`config.mk`:
```
export PLATFORM = sky130hd
export DESIGN_NAME = jk_reg_bank
export DESIGN_NICKNAME = d
export VERILOG_FILES = /design/src/rtl/jk_reg_bank.sv
export SDC_FILE = /design/constraint.sdc
export NUM_CORES = 1
export LEC_CHECK = 0
export ABC_AREA = 0
export CAP_MARGIN = 20
export CORE_MARGIN = 2
export CORE_UTILIZATION = 49
export CTS_CLUSTER_DIAMETER = 120
export DETAILED_ROUTE_END_ITERATION = 7
export PLACE_DENSITY_LB_ADDON = 0.15
export SYNTH_ARGS = -nofsm -noshare
export SYNTH_HDL_FRONTEND = slang
export SYNTH_SLANG_ARGS = --single-unit
```
`constraint.sdc`:
```
create_clock -name clk -period 2.8 [get_ports clk]
set_clock_uncertainty 0.05 [all_clocks]
set_input_delay 0.28 -clock clk [delete_from_list [all_inputs] [get_ports clk]]
set_output_delay 0.28 -clock clk [all_outputs]
set_load 0.01 [all_outputs]
```
`src/rtl/jk_reg_bank.sv`:
```
// jk_reg_bank: bank of JK flip-flops with count-up, count-down and shift-left modes
module jk_reg_bank #(
  parameter int               WIDTH   = 8,
  parameter logic [WIDTH-1:0] RST_VAL = '0
) (
  input  logic             clk,
  input  logic             rst,
  input  logic             en,
  input  logic             sclr,
  input  logic             load,
  input  logic [WIDTH-1:0] d,
  input  logic [1:0]       mode,
  input  logic [WIDTH-1:0] j,
  input  logic [WIDTH-1:0] k,
  input  logic             sin,
  output logic [WIDTH-1:0] q,
  output logic             sout,
  output logic             wrap,
  output logic             changed
);
  logic [WIDTH-1:0] q_q, q_d, op;
  logic             wrap_q, wrap_d, changed_q;
  always_comb begin
    op = mode == 2'b00 ? (j & ~q_q) | (~k & q_q) :
         mode == 2'b01 ? q_q + WIDTH'(1) :
         mode == 2'b10 ? q_q - WIDTH'(1) : {q_q[WIDTH-2:0], sin};
    q_d = sclr ? '0 : load ? d : !en ? q_q : op;
    // only a genuine count operation may flag a wrap
    wrap_d = !sclr && !load && en &&
             ((mode == 2'b01 && &q_q) || (mode == 2'b10 && ~|q_q));
  end
  always_ff @(posedge clk or posedge rst)
    if (rst) begin
      q_q       <= RST_VAL;
      wrap_q    <= 1'b0;
      changed_q <= 1'b0;
    end else begin
      q_q       <= q_d;
      wrap_q    <= wrap_d;
      changed_q <= q_d != q_q;
    end
  assign q       = q_q;
  assign sout    = q_q[WIDTH-1];
  assign wrap    = wrap_q;
  assign changed = changed_q;
endmodule

```
==> flow_summary.ini <==
[clock_tree]
clock-sinks = 10
post_cts_buffers = 0
cts_tree = done
cts_resized = 0
htree_levels = 1
cts_buffers = 3
clkTransAtPathRegs_ns = 0.07
cts_root_buf = clkbuf_4
worstSkewPairLatency_ns = 0.28
ctsHoldBuffers = 0
clk_path_buf_depth = 2

[placement]
io_buffers = 42
dp_hpwl_um = 4544
placedCellCount = 314
gp_congestion = 1.041

[cells_and_area]
n_fill_cell = 289
nets = 309
area_delta_synth_final_pct = 34.99
instances_no_fill = 318
layout-drive-gt1-share_pct = 11.31
final_core_util_pct = 69.63
antennaDiodeCount = 0

[sta]
report.final.slew_viol_count = 0
max_slew_margin_pct = 59.95
period_share_pct = 86.64
final_hold_viol_count = 0
rsz0062_at_grt = no
final.setup.tns_ns = 0
tightest_slew_ns = 0.5952
fmaxAchievable_mhz = 412.2
finalSetupViolCount = 0
finalCriticalPeriod_ns = 2.426

[logic_synthesis]
ys_seq_area_share_pct = 15.76
yosys_warnings = 0
syn_inst = 231
synth_flop_cell = dfrtp_1
synthDistinctLibCells = 55
synthArstFlopShare_pct = 100.0
synth_seq_cells = 10
synth_area_mm2 = 0.001588
syn-num-nets = 265
synth-edff-count = 0
postSynthAreaPerCell_um2 = 6.873

[worst_setup_path]
crit_fanout = 4
criticalPathCategory = reg -> reg
arrival_ns = 2.51
worstPathRequired_ns = 2.89
cp-end-kind = flip-flop
cp-start-kind = flip-flop

[pwr]
p_sw_uw = 252.4
p_per_area_mw_per_mm2 = 302.8
combPwrFrac_pct = 52.3
p_int_uw = 396.6
swShare_pct = 38.88
peakVddDrop_uv = 113.7
pwr-share-clk_pct = 20.5
p_seq_share_pct = 27.3
power_leakage_nw = 0.8214

[floorplan]
io_pins = 43
core_area_mm2 = 0.003078
initial_core_util_pct = 51.59
fp.dieArea_mm2 = 0.003712
row_count = 20
die_w_um = 60.93
die_h_um = 60.93

[detailed_routing]
drt-met1-wl_um = 2337
routed_wl_um = 5915
viasPerCell = 6.613
wl_per_cell_um = 18.60
drc = 0
routed-wl-met3_um = 736
ant_nets = 0
first_pass_iters = 5
drt_iter0_drc = 217
dr_total_vias = 2103
routed.top_layer = met4
wl_met2_um = 2630

[global_route]
grt_pass1_vias = 1863
grt_usage_pct = 34.45
antenna_found_initial = 0
grt_max_degree = 19
overflow = 0
grt_pass1_wl_um = 9308

[run]
max-cap-violations = 0

[hold_path]
hp-class = in -> async

[outcome]
status = completed
-- area by class of cell --
class / instances / area (um2) / share of cell area, %
inverters: 12 / 45.04 / 2.102
clock buffers: 4 / 36.28 / 1.693
well taps: 44 / 55.05 / 2.569
multi-input cells: 187 / 1194 / 55.69
repair buffers: 61 / 563.0 / 26.27
flip-flops and latches: 10 / 250.2 / 11.68
-- Yosys cell counts (all sizes together) (2+ instances only) --
master	n	area, um2
and2	4	25.02
nand2	11	41.29
inv	12	45.04
o221ai	5	43.79
dfrtp	10	250.2
a221oi	2	17.52
nor2b	10	62.56
buf	6	38.79
clkbuf	16	60.06
or2	2	12.52
ha	2	25.02
nor3b	2	15.01
o41ai	3	26.28
o22ai	4	25.02
a22oi	2	15.01
nand4b	2	17.52
nor4	4	25.02
nor2	18	67.56
o21ai	13	65.06
nor3	11	55.05
o2111ai	4	35.03
or4	5	41.29
nand3	10	50.05
o311a	2	20.02
o211ai	4	30.03
a211oi	3	22.52
o221a	3	33.78
a21oi	20	100.1
o21a	2	15.01
or3	4	25.02
a21o	2	15.01
a31oi	3	18.77
and3	2	12.51
nand2b	10	62.56
o32ai	2	17.52
-- kinds of logic (layout without fill, tap and decap cells) --
kind of cell / count (synthesis) / after routing / synth area share (%)
compound gates: 83 / 83 / 37.35
xor+xnor: 2 / 2 / 1.103
fa+ha+maj: 2 / 2 / 1.576
buf+inv: 34 / 77 / 9.062
flops: 10 / 10 / 15.76
mux: 2 / 2 / 1.340
simple gates: 98 / 98 / 33.81
-- worst max-delay path, cell delays in order (launching register included) --
cell	delay (ns)
dfrtp_1	0.49
inv_1	0.12
ha_1	0.30
nand2b_1	0.07
o221ai_1	0.15
and4_1	0.23
or4_1	0.53
nor4_1	0.20
nand3_1	0.14
-- metrics by stage --
step	power, mW	hold slack (ns)	worst slack (ns)	cell area [um2]
3_5_place_dp	0.5078	0.5273	0.2190	2107
2_1_floorplan	0.3664	0.07018	0.5771	1588
4_1_cts	0.6360	0.2431	0.4198	2143
6_report	0.6490	0.2189	0.3742	2143
5_1_grt	0.6826	0.2618	0.1853	2143
3_3_place_gp	0.5081	0.5112	0.1767	2107
-- power groups by stage --
stage                     Combinational (mW)  Clock, mW  Sequential [mW]
final                                  0.339      0.133            0.177
after global routing                   0.368      0.136            0.179
after CTS                              0.331      0.129            0.176
after detailed placement               0.329          0            0.179
after global placement                 0.329          0            0.179
after floorplan                        0.194          0            0.173
-- placed cells by master, fill, tap and decap left out, types with 5 or more instances in the layout --
| cell | instances |
|---|---|
| nand3_1 | 10 |
| nor2_1 | 18 |
| inv_1 | 12 |
| nor2b_1 | 10 |
| nor3_1 | 11 |
| buf_4 | 19 |
| dfrtp_1 | 10 |
| nand2b_1 | 10 |
| clkdlybuf4s50_1 | 42 |
| o21ai_0 | 13 |
| nand2_1 | 11 |
| o221ai_1 | 5 |
| a21oi_1 | 20 |
-- per-layer routing --
metal  vias to the layer above  global-route usage [%]
li1                        964                       -
met2                       151                   53.46
met1                       967                   47.69
met3                        21                   4.478
met4                         0                   15.22
met5                         -                       0
-- final timing paths --
check                      cells past startpoint  slack, ns  from  endpoint
setup / recovery                               8       0.37  q[1]   changed
hold / removal                                 2       0.22   rst      wrap
setup reg to reg                               8       0.37  q[1]   changed
min in group clk                               3       0.58  d[4]      q[4]
hold reg to reg                                3       0.75  q[6]      wrap
max in group asynchronous                      2       2.22   rst      q[0]
-- state kept, by name, summed over array words and instances (netlist names) --
register / flops
q: 8
wrap: 1
changed: 1
(Power assumes the default switching activity.)
